[src/rtl/calc_pipe_pkg.sv]
// Shared definitions for the two-stage add/multiply/accumulate pipe:
// mode encodings and the default result-width derivation.
package calc_pipe_pkg;

    localparam logic [1:0] MODE_PROD = 2'b00;
    localparam logic [1:0] MODE_ACC  = 2'b01;
    localparam logic [1:0] MODE_SUM  = 2'b10;
    // Reserved encoding, executed as a product.
    localparam logic [1:0] MODE_RSVD = 2'b11;

    function automatic int calc_out_w(input int data_w);
        return 2 * data_w + 4;
    endfunction

endpackage

[src/rtl/calc_pipe_stage.sv]
// Purpose: one pipeline slot, a valid bit plus data register with load/hold control.
// Latency: 1 cycle from upstream accept to downstream visibility.
// Backpressure: accepts when empty or when its content leaves the same cycle.
module calc_pipe_stage #(
    parameter int W = 8
) (
    input  logic         clk,
    input  logic         rst,
    input  logic         up_vld,
    output logic         up_rdy,
    input  logic [W-1:0] up_dat,
    output logic         dn_vld,
    input  logic         dn_rdy,
    output logic [W-1:0] dn_dat
);

    logic         vld_q, vld_d;
    logic [W-1:0] dat_q, dat_d;

    always_comb begin
        up_rdy = !vld_q || dn_rdy;
        vld_d  = up_rdy ? up_vld : vld_q;
        // Data only moves on a real handshake so a held result never changes.
        dat_d  = (up_rdy && up_vld) ? up_dat : dat_q;
    end

    always_ff @(posedge clk or posedge rst) begin
        if (rst) begin
            vld_q <= 1'b0;
            dat_q <= '0;
        end else begin
            vld_q <= vld_d;
            dat_q <= dat_d;
        end
    end

    assign dn_vld = vld_q;
    assign dn_dat = dat_q;

endmodule

[src/rtl/calc_pipe_top.sv]
// Purpose: operand add/sub stage, then product / sum / accumulate stage with overflow flag.
// Latency: 2 cycles from input handshake to out_valid when not stalled.
// Backpressure: out_ready low holds the result; in_ready drops once both stages are full.
module calc_pipe_top #(
    parameter int DATA_W = 2,
    parameter int OUT_W  = calc_pipe_pkg::calc_out_w(DATA_W)
) (
    input  logic              clk,
    input  logic              rst,
    input  logic              in_valid,
    output logic              in_ready,
    input  logic [DATA_W-1:0] in_add_a,
    input  logic [DATA_W-1:0] in_add_b,
    input  logic [DATA_W-1:0] in_add_c,
    input  logic [DATA_W-1:0] in_add_d,
    input  logic              in_add_sub_sel,
    input  logic [1:0]        in_mode,
    input  logic              in_acc_clr,
    output logic              out_valid,
    input  logic              out_ready,
    output logic [OUT_W-1:0]  final_cal_out,
    output logic              out_ovf
);
    import calc_pipe_pkg::*;

    localparam int SW = DATA_W + 2;
    localparam int PW = 2 * SW;
    // Wide enough to hold accumulator + product exactly.
    localparam int XW = ((OUT_W > PW) ? OUT_W : PW) + 1;

    typedef struct packed {
        logic [1:0]           mode;
        logic                 clr;
        logic signed [SW-1:0] s0;
        logic signed [SW-1:0] s1;
    } s1_t;

    typedef struct packed {
        logic             ovf;
        logic [OUT_W-1:0] res;
    } s2_t;

    logic [SW-1:0] a_x, b_x, c_x, d_x;
    s1_t           s1_in, s1_dat;
    s2_t           s2_in, s2_dat;
    logic          s1_vld, s2_up_rdy, acc_fire;

    logic signed [XW-1:0] e0, e1, eacc, prod, exact;
    logic [OUT_W-1:0]     sum;
    logic [OUT_W-1:0]     acc_q, acc_d;

    always_comb begin
        a_x = {2'b00, in_add_a};
        b_x = {2'b00, in_add_b};
        c_x = {2'b00, in_add_c};
        d_x = {2'b00, in_add_d};
        s1_in      = '0;
        s1_in.mode = in_mode;
        s1_in.clr  = in_acc_clr;
        s1_in.s0   = in_add_sub_sel ? (a_x - b_x) : (a_x + b_x);
        s1_in.s1   = in_add_sub_sel ? (c_x - d_x) : (c_x + d_x);
    end

    calc_pipe_stage #(.W($bits(s1_t))) u_stage1 (
        .clk    (clk),
        .rst    (rst),
        .up_vld (in_valid),
        .up_rdy (in_ready),
        .up_dat (s1_in),
        .dn_vld (s1_vld),
        .dn_rdy (s2_up_rdy),
        .dn_dat (s1_dat)
    );

    assign acc_fire = s1_vld && s2_up_rdy && (s1_dat.mode == MODE_ACC);

    always_comb begin
        e0    = {{(XW-SW){s1_dat.s0[SW-1]}}, s1_dat.s0};
        e1    = {{(XW-SW){s1_dat.s1[SW-1]}}, s1_dat.s1};
        eacc  = s1_dat.clr ? '0 : {{(XW-OUT_W){acc_q[OUT_W-1]}}, acc_q};
        prod  = e0 * e1;
        exact = eacc + prod;
        sum   = e0[OUT_W-1:0] + e1[OUT_W-1:0];
        s2_in = '0;
        acc_d = acc_q;
        case (s1_dat.mode)
            MODE_ACC: begin
                s2_in.res = exact[OUT_W-1:0];
                // Overflow when the bits above the result's sign are not all copies of it.
                s2_in.ovf = (exact[XW-1:OUT_W-1] != {(XW-OUT_W+1){exact[OUT_W-1]}});
                if (acc_fire) begin
                    acc_d = exact[OUT_W-1:0];
                end
            end
            MODE_SUM:             s2_in.res = sum;
            MODE_PROD, MODE_RSVD: s2_in.res = prod[OUT_W-1:0];
            default:              s2_in.res = prod[OUT_W-1:0];
        endcase
    end

    calc_pipe_stage #(.W($bits(s2_t))) u_stage2 (
        .clk    (clk),
        .rst    (rst),
        .up_vld (s1_vld),
        .up_rdy (s2_up_rdy),
        .up_dat (s2_in),
        .dn_vld (out_valid),
        .dn_rdy (out_ready),
        .dn_dat (s2_dat)
    );

    always_ff @(posedge clk or posedge rst) begin
        if (rst) begin
            acc_q <= '0;
        end else begin
            acc_q <= acc_d;
        end
    end

    assign final_cal_out = s2_dat.res;
    assign out_ovf       = s2_dat.ovf;

endmodule

[config.mk]
export PLATFORM = sky130hd
export DESIGN_NAME = calc_pipe_top
export DESIGN_NICKNAME = d
export VERILOG_FILES = /design/src/rtl/calc_pipe_pkg.sv /design/src/rtl/calc_pipe_stage.sv /design/src/rtl/calc_pipe_top.sv
export SDC_FILE = /design/constraint.sdc
export NUM_CORES = 1
export LEC_CHECK = 0
export BUFFER_PORTS_ARGS = -buffer_cell sky130_fd_sc_hd__buf_2
export CAP_MARGIN = 10
export CORE_MARGIN = 4
export CORE_UTILIZATION = 53
export CTS_CLUSTER_DIAMETER = 200
export DETAILED_ROUTE_END_ITERATION = 6
export PLACE_DENSITY = 0.76
export SLEW_MARGIN = 5
export SYNTH_ARGS = -nofsm -noshare
export SYNTH_HDL_FRONTEND = slang
export SYNTH_SLANG_ARGS = --single-unit
[constraint.sdc]
create_clock -name clk -period 4 [get_ports clk]
set_input_delay 0.8 -clock clk [delete_from_list [all_inputs] [get_ports clk]]
set_output_delay 0.8 -clock clk [all_outputs]
set_load 0.01 [all_outputs]
=== Yosys cells after proc, flatten, opt, wreduce, memory -nomap -nowiden ===
Index checks and enable logic that the tools add are counted.

* Flip-flop bits (word level): 30
* Output and inout port bits: 11
* Input bits: 16
* Word-level logic and storage cells: 31

* Mux-type cells: 5
* Reductions and logical operators: 10
* Multiply operators: 1
* Equality and inequality tests: 4
* Add/sub/neg operators: 6

{| class="wikitable"
|+ Operators by type and width
! cell !! count
|-
| $pmux W8 S3 || 1
|-
| $add A9 B8 Y9 || 1
|-
| $mux W9 || 1
|-
| $mul A4 B4 Y8 || 1
|-
| $mux W4 || 2
|-
| $add A2 B2 Y3 || 2
|-
| $sub A2 B2 Y3 || 2
|-
| $add A4 B4 Y5 || 1
|-
| $eq A2 B2 Y1 const B || 2
|-
| $logic_and A1 B1 Y1 || 3
|-
| $eq A2 B1 Y1 const B || 1
|-
| $logic_not A1 Y1 || 2
|-
| $logic_not A2 Y1 || 1
|-
| $logic_or A1 B1 Y1 || 2
|-
| $reduce_and A2 Y1 || 1
|-
| $reduce_or A2 Y1 || 1
|-
| $mux W1 || 1
|-
| $ne A1 B1 Y1 || 1
|}

=== Logic depth before layout (Yosys ltp) ===
Gate-level depths: netlist of run 1.

* Word-level depth: 5
* Mapped depth: 19
* Mapped depth without buffers: 19

=== By module ===
A second synthesis of run 1 with hierarchy kept.

* Cell total of the unflattened synthesis: 245
* Area total of the unflattened synthesis: 2702.6 sq um

{| class="wikitable"
|+ Modules (own cells, without submodules)
! module !! instances !! area an instance (sq um) !! seq. area each (sq um) !! cells each
|-
| calc_pipe_top || 1 || 1755.4 || 200.2 || 194
|-
| calc_pipe_stage at u_stage1 || 1 || 518.0 || 300.3 || 28
|-
| calc_pipe_stage at u_stage2 || 1 || 429.2 || 250.2 || 23
|}

=== Worst setup path before layout of run 1 ===
OpenSTA, ideal clock, no wires.

* Path type: register to register
* Start point: register u_stage1.dat_q[4], in the netlist u_stage1.dn_dat[4]
* End point: register u_stage2.dat_q[5], in the netlist u_stage2.dn_dat[5]
* Buffers on the path: 0
* Library setup time: 0.064 ns
* Slack: -0.216 ns
* Clock period less this slack: 4.216 ns
* Data required time: 3.936 ns
* Data arrival time: 4.152 ns
* Cell stages (with the launch flop): 16
* Path through: dfrtp_1 -> nand2b_1 -> fa_1 -> fa_1 -> inv_1 -> fa_1 -> ha_1 -> inv_1 -> fa_1 -> inv_1 -> ha_1 -> nor2b_1 -> a311oi_2 -> xor2_1 -> a221oi_1 -> a21o_1

* Cells in the longest elaborated chain, start to end: 3
* Elaborated cells between the ends (all ways): 4
* Classes of those cells: 2 x add/sub; 1 x mul; 1 x mux

{| class="wikitable"
|+ RTL lines
! element !! line !! source
|-
| from (decl) || calc_pipe_stage.sv:18 || <nowiki>logic [W-1:0] dat_q, dat_d;</nowiki>
|-
| from (signal assigned) || calc_pipe_stage.sv:33 || <nowiki>dat_q <= dat_d;</nowiki>
|-
| $mul A4 B4 Y8 || calc_pipe_top.sv:81 || <nowiki>prod = e0 * e1;</nowiki>
|-
| $add A9 B8 Y9 || calc_pipe_top.sv:82 || <nowiki>exact = eacc + prod;</nowiki>
|-
| $pmux W8 S3 (*) || calc_pipe_top.sv:86 || <nowiki>case (s1_dat.mode)</nowiki>
|-
| to (signal assigned) || calc_pipe_stage.sv:33 ||
|-
| to (decl) || calc_pipe_stage.sv:18 ||
|}

Mark *: on every way between the ends. The rest lies on a longest branch, timed or not.
A chain may end at the register's enable or synchronous reset.

=== Worst setup path after layout of run 1 ===
* Start point: register u_stage1.dat_q[4], in the netlist u_stage1.dn_dat[4]
* End point: register acc_q[7]

* Cells in the longest elaborated chain, start to end: 2

{| class="wikitable"
|+ RTL lines
! element !! line !! source
|-
| $mul A4 B4 Y8 || calc_pipe_top.sv:81 ||
|-
| $add A9 B8 Y9 || calc_pipe_top.sv:82 ||
|-
| to (signal assigned) || calc_pipe_top.sv:114 || <nowiki>acc_q <= '0;</nowiki>
|-
| to (signal assigned) || calc_pipe_top.sv:116 || <nowiki>acc_q <= acc_d;</nowiki>
|-
| to (decl) || calc_pipe_top.sv:50 || <nowiki>logic [OUT_W-1:0] acc_q, acc_d;</nowiki>
|}

Every way passes these cells.

==> results of run 1 <==
report_power, final:
group          internal [W]  switching, W  total (W)
clock network      0.000199      0.000117   0.000316
registers          0.000394     0.0000473   0.000441
logic              0.000425      0.000458   0.000883
worst min path at each step:
stage          depth (start not counted)                 end          startpoint  slack, ns
6_report                               2  u_stage2.dn_dat[3]                 rst       0.47
2_1_floorplan                          2            acc_q[2]            acc_q[2]       0.44
5_1_grt                                1  u_stage2.dn_dat[5]  u_stage2.dn_dat[5]       0.49
3_5_place_dp                           1  u_stage2.dn_dat[5]  u_stage2.dn_dat[5]       0.46
3_3_place_gp                           1  u_stage2.dn_dat[2]  u_stage2.dn_dat[2]       0.46
4_1_cts                                1  u_stage2.dn_dat[2]  u_stage2.dn_dat[2]       0.48
sequential cells by signal (all words and copies together) (netlist names):
name / count
acc_q: 8
u_stage2.dn_dat: 9
u_stage1.dn_dat: 11
u_stage1.dn_vld: 1
u_stage2.dn_vld: 1
metrics by stage:
| step | setup WS (ns) | power, W | std cells | instance area, um^2 |
|---|---|---|---|---|
| final | -0.189 | 0.00164 | 355 | 3030 |
| after floorplan | -0.0411 | 0.00101 | 256 | 2510 |
| after global routing | -0.319 | 0.00177 | 355 | 3030 |
| after CTS | -0.159 | 0.00160 | 353 | 2950 |
| after global placement | -0.0976 | 0.00122 | 344 | 2810 |
| after detailed placement | -0.192 | 0.00125 | 344 | 2810 |
kinds of logic (layout without fill, tap and decap cells):
| family | after synthesis | count (layout) |
|---|---|---|
| flip-flops | 30 | 30 |
| adder cells (fa/ha/maj) | 46 | 46 |
| buffers and inverters | 29 | 76 |
| AO/OA/AOI/OAI | 55 | 55 |
| AND/OR/NAND/NOR | 70 | 70 |
| XOR/XNOR | 15 | 15 |
| multiplexers | 11 | 11 |
layout by cell type (no fill, tap or decap), types with 12 or more instances in the layout:
cell / synthesis / routed
buf_4: 0 / 20
nand2_1: 29 / 29
nor2_1: 12 / 12
a21oi_1: 15 / 12
buf_2: 2 / 26
ha_1: 31 / 27
o21ai_0: 18 / 15
fa_1: 15 / 14
dfrtp_1: 30 / 30
inv_1: 22 / 20
Yosys cell counts (5+ instances only):
cell / count / area [um^2]
ha_1: 31 / 388
dfrtp_1: 30 / 751
nand2_1: 29 / 109
inv_1: 22 / 82.6
o21ai_0: 18 / 90.1
a21oi_1: 15 / 75.1
fa_1: 15 / 300
nor2_1: 12 / 45.0
nor2b_1: 11 / 68.8
xnor2_1: 9 / 78.8
a21o_1: 7 / 52.6
and2_1: 7 / 43.8
mux2_2: 7 / 78.8
xor2_1: 6 / 52.6
nand2b_1: 5 / 31.3
layout make-up:
| cell class | instances | area share [%] |
|---|---|---|
| Clock buffer | 6 | 2.73 |
| Tap cell | 52 | 2.15 |
| Multi-Input combinational cell | 197 | 56.4 |
| Inverter | 22 | 2.73 |
| Sequential cell | 30 | 24.8 |
| Timing Repair Buffer | 47 | 10.2 |
| Clock inverter | 1 | 0.992 |
layer usage:
metal,up-vias,routed length [um]
met5,-,0
met1,958,2180
met3,7,177
met4,0,85
li1,954,-
met2,32,2700
repair_timing:
item	4_1_cts	5_1_grt
gates cloned	0	0
buffers inserted	2	1
pin swaps	18	12
endpoints found under the setup margin	6	7
resized for setup	6	9
==> impl_metrics.env, run 1 <==
export IMPL_die_x_um=76.5
export IMPL_cts_hold_buf=0
export IMPL_fmax_mhz=239
export IMPL_yosysSeqAreaShare_pct=30.2
export IMPL_vdd_drop_max_v=0.000253
export IMPL_ctsLongestPathBuffers=2
export IMPL_r2r_end="acc_q[7]"
export IMPL_met2_usage_pct=34.7
export IMPL_critical_path_class="reg2reg"
export IMPL_detail_route_vias_per_cell=5.50
export IMPL_synth_edf_count=0
export IMPL_num_antenna_cells=0
export IMPL_clock_skew_ns=0.00656
export IMPL_rsz0062_at_grt="yes"
export IMPL_overflow=0
export IMPL_yosys_area_share_adder_pct=27.7
export IMPL_cap_violations=0
export IMPL_ys_warn_count=0
export IMPL_ys_ff_latch=30
export IMPL_violations="negative setup slack"
export IMPL_top_usage_layer="met2"
export IMPL_path_common_cell="fa_1"
export IMPL_crit_chain="nand2b_4 -> fa_1 -> fa_1 -> inv_1 -> fa_1 -> ha_2 -> inv_2 -> fa_2 -> nand2b_4 -> a21oi_4 -> xnor2_2 -> xnor2_1 -> ha_2 -> nand3b_1 -> o21ai_1 -> nor2_1 -> o311a_1 -> a21oi_2"
export IMPL_crit_arrival_ns=4.34
export IMPL_synth_avg_cell_area_um2=9.70
export IMPL_drive_gt1_share_pct=26.4
export IMPL_synth_xor_area_share_pct=5.29
export IMPL_worstRegToRegCells=18
export IMPL_period_minus_slack_ns=4.19
export IMPL_dieArea_um2=5850
export IMPL_p_leak_nw=1.56
export IMPL_place_congestion=0.830
export IMPL_core_area_um2=4440
export IMPL_grt_max_degree=28
export IMPL_grt_use_total_pct=18.9
export IMPL_wl_per_cell_um=14.5
export IMPL_antenna_found_initial=0
export IMPL_grt_util_met3_pct=2.60
export IMPL_synth_top_family_by_area="adder cells"
export IMPL_cp_slowest_cell="fa_1"
export IMPL_h_tree_depth=2
export IMPL_fin_crit_sh_pct=105
export IMPL_register_area_um2=751
export IMPL_ant_nets=0
export IMPL_cp_end_kind="flop"
export IMPL_r2r_start="u_stage1.dn_dat[4]"
export IMPL_power_density_nw_per_um2=542
export IMPL_reg2reg_slack_ns=-0.19
export IMPL_endpoint="acc_q[7]"
export IMPL_synth_cells=256
export IMPL_ys_types=33
export IMPL_cp_start_kind="flop"
export IMPL_ios=27
export IMPL_fin_ws_ns=-0.189
export IMPL_synthArstFlopShare_pct=100
export IMPL_cp_required_ns=4.15
export IMPL_core_rowCount=24
export IMPL_dp_hpwl_um=4010
export IMPL_worst_hold_slack_ns=0.466
export IMPL_fin_util_pct=68.1
export IMPL_status="finished, violations left"
export IMPL_dieHeight_um=76.5
export IMPL_root_buffer="clkbuf_8"
export IMPL_cts_tree="yes"
export IMPL_synth_compound_area_share_pct=14.0
export IMPL_synthMuxAreaShare_pct=4.79
export IMPL_hp_class="in2async"
export IMPL_postSynthNetCount=318
export IMPL_nets=365
export IMPL_routed_wl_um=5150
export IMPL_nFillCells=348
export IMPL_clk_latency_ns=0.28
export IMPL_path_clk_slew_ns=0.07
export IMPL_via_count=1951
export IMPL_critPathTopFamily="adder cells"
export IMPL_use_met1_pct=22.7
export IMPL_path_buf_inv=2
export IMPL_drt_pass1_iterations=6
export IMPL_port_buffers=26
export IMPL_synth_simple_gate_area_share_pct=13.5
export IMPL_initial_utilization_pct=55.9
export IMPL_tns_ns=-0.629
export IMPL_tightest_slew_ns=0.562
export IMPL_cp_startpoint="u_stage1.dn_dat[4]"
export IMPL_drtIter0Drc=49
export IMPL_cpPeakStageDelay_ns=0.49
export IMPL_syn_area_um2=2480
export IMPL_area_delta_synth_final_pct=21.9
export IMPL_path_depth=18
export IMPL_grt_pass1_vias=2085
export IMPL_dominantRegCellSynth="dfrtp_1"
export IMPL_grt_pass1_wl_um=9090
export IMPL_drv_slew=0
export IMPL_clock_sinks=30
export IMPL_drc=0
export IMPL_slew_limit_headroom_pct=62.5
export IMPL_hold_viol=0
export IMPL_path_max_fanout=7
export IMPL_multiInputGateArea_um2=1710
export IMPL_setup_viol=6
export IMPL_numCtsBuffers=5
No activity file was read; power rests on OpenSTA's default activity.
==> run 2, diff against run 1 <==
- BUFFER_PORTS_ARGS: -buffer_cell sky130_fd_sc_hd__buf_2 -> -buffer_cell sky130_fd_sc_hd__buf_4
==> run 2 against run 1 <==
Effect of this change:
- non-clock buffer count increased by 2
- first-iteration DRC count increased by 57%
- register-to-register slack improved by 0.08 ns
- the flow still finishes with violations (negative setup slack)
- sequential share of layout area decreased by 0.96 points
- clock skew increased by 0.0014 ns
- sequential cell count unchanged
- worst setup slack improved by 0.076 ns
- hold slack improved by 0.013 ns
==> impl_metrics.env, run 2 (same netlist as run 1, synthesis figures left out) <==
export IMPL_status="finished, violations left"
export IMPL_violations="negative setup slack"
export IMPL_hp_class="reg2reg"
export IMPL_path_max_fanout=7
export IMPL_antenna_found_initial=0
export IMPL_setup_viol=5
export IMPL_clock_skew_ns=0.00796
export IMPL_fmax_mhz=243
export IMPL_root_buffer="clkbuf_8"
export IMPL_drv_slew=0
export IMPL_largest_reg_flops=11
export IMPL_h_tree_depth=2
export IMPL_port_buffers=26
export IMPL_routed_wl_um=5120
export IMPL_dieHeight_um=76.5
export IMPL_tightest_slew_ns=0.638
export IMPL_grt_use_total_pct=18.6
export IMPL_cp_required_ns=4.15
export IMPL_place_congestion=0.855
export IMPL_core_rowCount=24
export IMPL_area_delta_synth_final_pct=26.8
export IMPL_grt_pass1_wl_um=8950
export IMPL_drive_gt1_share_pct=27.9
export IMPL_dieArea_um2=5850
export IMPL_drt_pass1_iterations=5
export IMPL_path_clk_slew_ns=0.07
export IMPL_place_area_um2=2870
export IMPL_fin_crit_sh_pct=103
export IMPL_core_area_um2=4440
export IMPL_clock_sinks=30
export IMPL_finalPower_w=0.00170
export IMPL_final_cell_mix="48 x buf_4, 30 x dfrtp_1, 28 x nand2_1"
export IMPL_r2r_start="u_stage1.dn_dat[4]"
export IMPL_power_density_nw_per_um2=541
export IMPL_fin_ws_ns=-0.113
export IMPL_nets=367
export IMPL_preCtsSetupSlack_ns=-0.206
export IMPL_critical_path_class="reg2reg"
export IMPL_ctsLongestPathBuffers=2
export IMPL_cp_start_kind="flop"
export IMPL_period_minus_slack_ns=4.11
export IMPL_cp_slowest_cell="fa_1"
export IMPL_ios=27
export IMPL_cpPeakStageDelay_ns=0.51
export IMPL_slew_limit_headroom_pct=57.2
export IMPL_cp_end_kind="flop"
export IMPL_crit_chain="nand2b_4 -> fa_1 -> fa_1 -> inv_2 -> fa_1 -> ha_2 -> inv_2 -> fa_2 -> nand2b_4 -> a21oi_4 -> xnor2_2 -> xnor2_2 -> ha_4 -> nand3b_1 -> o21ai_1 -> nor2_1 -> o311a_1 -> a21oi_2"
export IMPL_num_antenna_cells=0
export IMPL_p_leak_nw=1.60
export IMPL_worstRegToRegCells=18
export IMPL_path_common_cell="fa_1"
export IMPL_drc=0
export IMPL_nFillCells=335
export IMPL_dp_hpwl_um=3920
export IMPL_rsz0062_at_grt="yes"
export IMPL_ant_nets=0
export IMPL_drtIter0Drc=77
export IMPL_numCtsBuffers=5
export IMPL_cap_violations=0
export IMPL_layout_commonest_cell="buf_4"
export IMPL_clk_latency_ns=0.28
export IMPL_via_count=1900
export IMPL_initial_utilization_pct=55.9
export IMPL_stdcell_area_um2=3150
export IMPL_cp_startpoint="u_stage1.dn_dat[4]"
export IMPL_die_x_um=76.5
export IMPL_detail_route_vias_per_cell=5.32
export IMPL_crit_arrival_ns=4.26
export IMPL_min_from="u_stage2.dn_dat[3]"
export IMPL_hold_viol=0
export IMPL_grt_pass1_vias=2002
export IMPL_whs_path_depth=1
export IMPL_overflow=0
export IMPL_worst_hold_slack_ns=0.479
export IMPL_grt_max_degree=31
export IMPL_wl_per_cell_um=14.3
export IMPL_cts_tree="yes"
export IMPL_vdd_drop_max_v=0.000316
[run 2: changes by cell type in the layout (fill, tap and decap cells not counted), sizes merged]
cell / before / now
clkinv: 0 / 1
inv: 22 / 21
buf: 47 / 49
[run 2: worst max-delay path: cells and delay by family (launching register included)]
family,cells,cell delay (ns)
adder cells (fa/ha/maj),6,2.23
AO/OA/AOI/OAI,4,0.54
AND/OR/NAND/NOR,4,0.48
flip-flops,1,0.37
XOR/XNOR,2,0.31
buffers and inverters,2,0.08
[run 2: cell type report]
class / instances / area, um^2 / area share, %
repair buffers: 49 / 388 / 12.3
inverters: 22 / 82.6 / 2.62
well taps: 52 / 65.1 / 2.07
clock buffers: 6 / 82.6 / 2.62
clock inverters: 1 / 30.0 / 0.954
multi-input cells: 197 / 1750 / 55.6
flip-flops and latches: 30 / 751 / 23.8
[run 2: final timing paths]
check,to,slack (ns)
setup / recovery,acc_q[7],-0.11
hold / removal,u_stage2.dn_dat[3],0.48
setup reg to reg,acc_q[7],-0.11
hold reg to reg,u_stage2.dn_dat[3],0.48
max in group asynchronous,u_stage2.dn_dat[2],3.03
min in group asynchronous,u_stage1.dn_dat[1],0.54
[run 2: power breakdown]
group	leakage (nW)	internal (W)	total (W)	switching, W
Clock	0.0573	0.000199	0.000317	0.000118
Combinational	1.17	0.000472	0.000944	0.000471
Sequential	0.371	0.000394	0.000441	0.0000472
[run 2: metal layers]
metal  track usage [%]  vias to the layer above  part of all wire [%]
met5                 0                        -                     0
met4              4.71                        0                   1.0
met3              2.36                        4                   2.9
met2              33.9                       32                    51
met1              23.1                      899                    45
li1                  -                      965                     -
[run 2: through the flow]
stage	cells	setup TNS (ns)	util [%]
after global placement	344	-0.250	64.6
after global routing	357	-1.47	70.8
after CTS	355	-0.454	68.4
final	357	-0.390	70.8
after floorplan	256	-0.0755	-
after detailed placement	344	-0.757	64.6
[run 2: what timing repair did]
| action | in CTS | in global routing |
|---|---|---|
| hold buffers | 0 | 0 |
| setup endpoints to repair | 4 | 7 |
| gates cloned | 0 | 0 |
| gates resized for setup | 7 | 13 |
| pin swaps | 15 | 13 |
| buffers inserted | 4 | 1 |
==> run 3, diff against run 2 <==
- CORE_MARGIN: 4 -> 2
==> run 3 against run 2 <==
Effect of this change:
- the flow still finishes with violations (negative setup slack)
- non-clock buffer count down 3
- hold slack worse by 0.0033 ns
- critical path depth unchanged
- via count down 0.11%
- clock skew down 0.0025 ns
- critical path type unchanged
- critical endpoint unchanged
- largest power group unchanged
- highest routed layer unchanged
==> impl_metrics.env, run 3 (same netlist as run 1, synthesis figures left out) <==
export IMPL_status="finished, violations left"
export IMPL_violations="negative setup slack"
export IMPL_layout_commonest_cell="buf_4"
export IMPL_root_buffer="clkbuf_8"
export IMPL_fin_util_pct=68.2
export IMPL_tightest_slew_ns=1.05
export IMPL_clk_latency_ns=0.28
export IMPL_ant_nets=0
export IMPL_core_rowCount=24
export IMPL_wl_per_cell_um=13.7
export IMPL_numCtsBuffers=5
export IMPL_grt_pass1_vias=1970
export IMPL_wl_met2_um=2460
export IMPL_via_count=1898
export IMPL_dp_hpwl_um=3940
export IMPL_period_minus_slack_ns=4.19
export IMPL_crit_arrival_ns=4.34
export IMPL_final_cell_mix="46 x buf_4, 30 x dfrtp_1, 29 x nand2_1"
export IMPL_cp_end_kind="flop"
export IMPL_cap_violations=0
export IMPL_whs_path_depth=1
export IMPL_cp_required_ns=4.16
export IMPL_core_area_um2=4440
export IMPL_wl_met1_um=2160
export IMPL_dieArea_um2=5250
export IMPL_port_buffers=26
export IMPL_area_delta_synth_final_pct=22.0
export IMPL_vdd_drop_max_v=0.000254
export IMPL_drv_slew=0
export IMPL_detail_route_vias_per_cell=5.35
export IMPL_fin_ws_ns=-0.187
export IMPL_power_density_nw_per_um2=535
export IMPL_worstRegToRegCells=18
export IMPL_hp_class="reg2reg"
export IMPL_clock_skew_ns=0.00547
export IMPL_fin_crit_sh_pct=105
export IMPL_antenna_found_initial=0
export IMPL_largest_reg_flops=11
export IMPL_cts_hold_buf=0
export IMPL_dieHeight_um=72.5
export IMPL_drt_pass1_iterations=4
export IMPL_initial_utilization_pct=55.9
export IMPL_fmax_mhz=239
export IMPL_p_leak_nw=1.55
export IMPL_drc=0
export IMPL_clock_sinks=30
export IMPL_nets=364
export IMPL_path_max_fanout=7
export IMPL_ios=27
export IMPL_grt_use_total_pct=21.4
export IMPL_drtIter0Drc=89
export IMPL_critical_path_class="reg2reg"
export IMPL_routed_wl_um=4860
export IMPL_topRoutingLayerUsed="met4"
export IMPL_place_congestion=0.785
export IMPL_path_clk_slew_ns=0.07
export IMPL_wl_met3_um=175
export IMPL_cts_tree="yes"
export IMPL_hold_viol=0
export IMPL_drive_gt1_share_pct=24.1
export IMPL_ctsLongestPathBuffers=2
export IMPL_rsz0062_at_grt="yes"
export IMPL_num_antenna_cells=0
export IMPL_setup_viol=7
export IMPL_h_tree_depth=2
export IMPL_overflow=0
export IMPL_cp_start_kind="flop"
export IMPL_preCtsSetupSlack_ns=-0.221
export IMPL_slew_limit_headroom_pct=30.2
export IMPL_nFillCells=348
export IMPL_grt_pass1_wl_um=8670
export IMPL_grt_max_degree=30
export IMPL_die_x_um=72.5
[run 3: final timing paths]
check | slack, ns | from | end
min in group asynchronous | 0.78 | rst | u_stage2.dn_dat[1]
max in group asynchronous | 2.59 | rst | u_stage1.dn_dat[3]
setup / recovery | -0.19 | u_stage1.dn_dat[4] | acc_q[7]
setup reg to reg | -0.19 | u_stage1.dn_dat[4] | acc_q[7]
hold reg to reg | 0.48 | u_stage2.dn_dat[5] | u_stage2.dn_dat[5]
hold / removal | 0.48 | u_stage2.dn_dat[5] | u_stage2.dn_dat[5]
[run 3: critical path: stages, from the launching register on]
cell and delay (ns):
dfrtp_1 0.38, nand2b_4 0.15, fa_1 0.48, fa_1 0.51
inv_1 0.05, fa_1 0.48, ha_2 0.19, inv_2 0.04
fa_2 0.33, nand2b_4 0.14, a21oi_2 0.12, xnor2_1 0.14
xnor2_1 0.16, ha_2 0.35, nand3b_1 0.10, o21ai_1 0.06
nor2_1 0.09, o311a_1 0.23, a21oi_1 0.05
[run 3: routing by layer]
metal / vias to the layer above / global-route usage (%)
met5: - / 0
li1: 958 / -
met2: 42 / 36.3
met4: 0 / 7.82
met3: 6 / 4.17
met1: 892 / 27.3
[run 3: layout make-up]
cell class	instances	area, um^2	area share, %
clock inverter	1	30.0	0.991
clock buffer	7	76.3	2.52
tap	52	65.1	2.15
inverter	22	82.6	2.73
multi-input combinational	197	1680	55.4
timing repair buffer	46	345	11.4
sequential	30	751	24.8
[run 3: per-stage QoR]
step                      std cells  hold WS (ns)  power (W)  TNS, ns  cell area (um^2)
after detailed placement        344         0.466    0.00128   -0.759              2870
after global routing            355         0.505    0.00177    -2.33              3030
after CTS                       355         0.480    0.00162   -0.701              3020
after global placement          344         0.461    0.00125   -0.265              2870
after floorplan                 256         0.442    0.00101  -0.0755              2510
final                           355         0.476    0.00162   -0.721              3030
[run 3: what timing repair did]
action / in CTS / in global routing
pin swaps: 16 / 5
resized for setup: 4 / 3
setup buffers: 3 / 0
setup endpoints to repair: 7 / 7
hold endpoints to repair: 0 / 0
[run 3: report_power, final]
part           leakage (nW)  total [W]  internal [W]  switching, W
Sequential            0.371   0.000441      0.000394     0.0000476
Clock                0.0524   0.000300      0.000186      0.000114
Combinational          1.13   0.000878      0.000436      0.000443
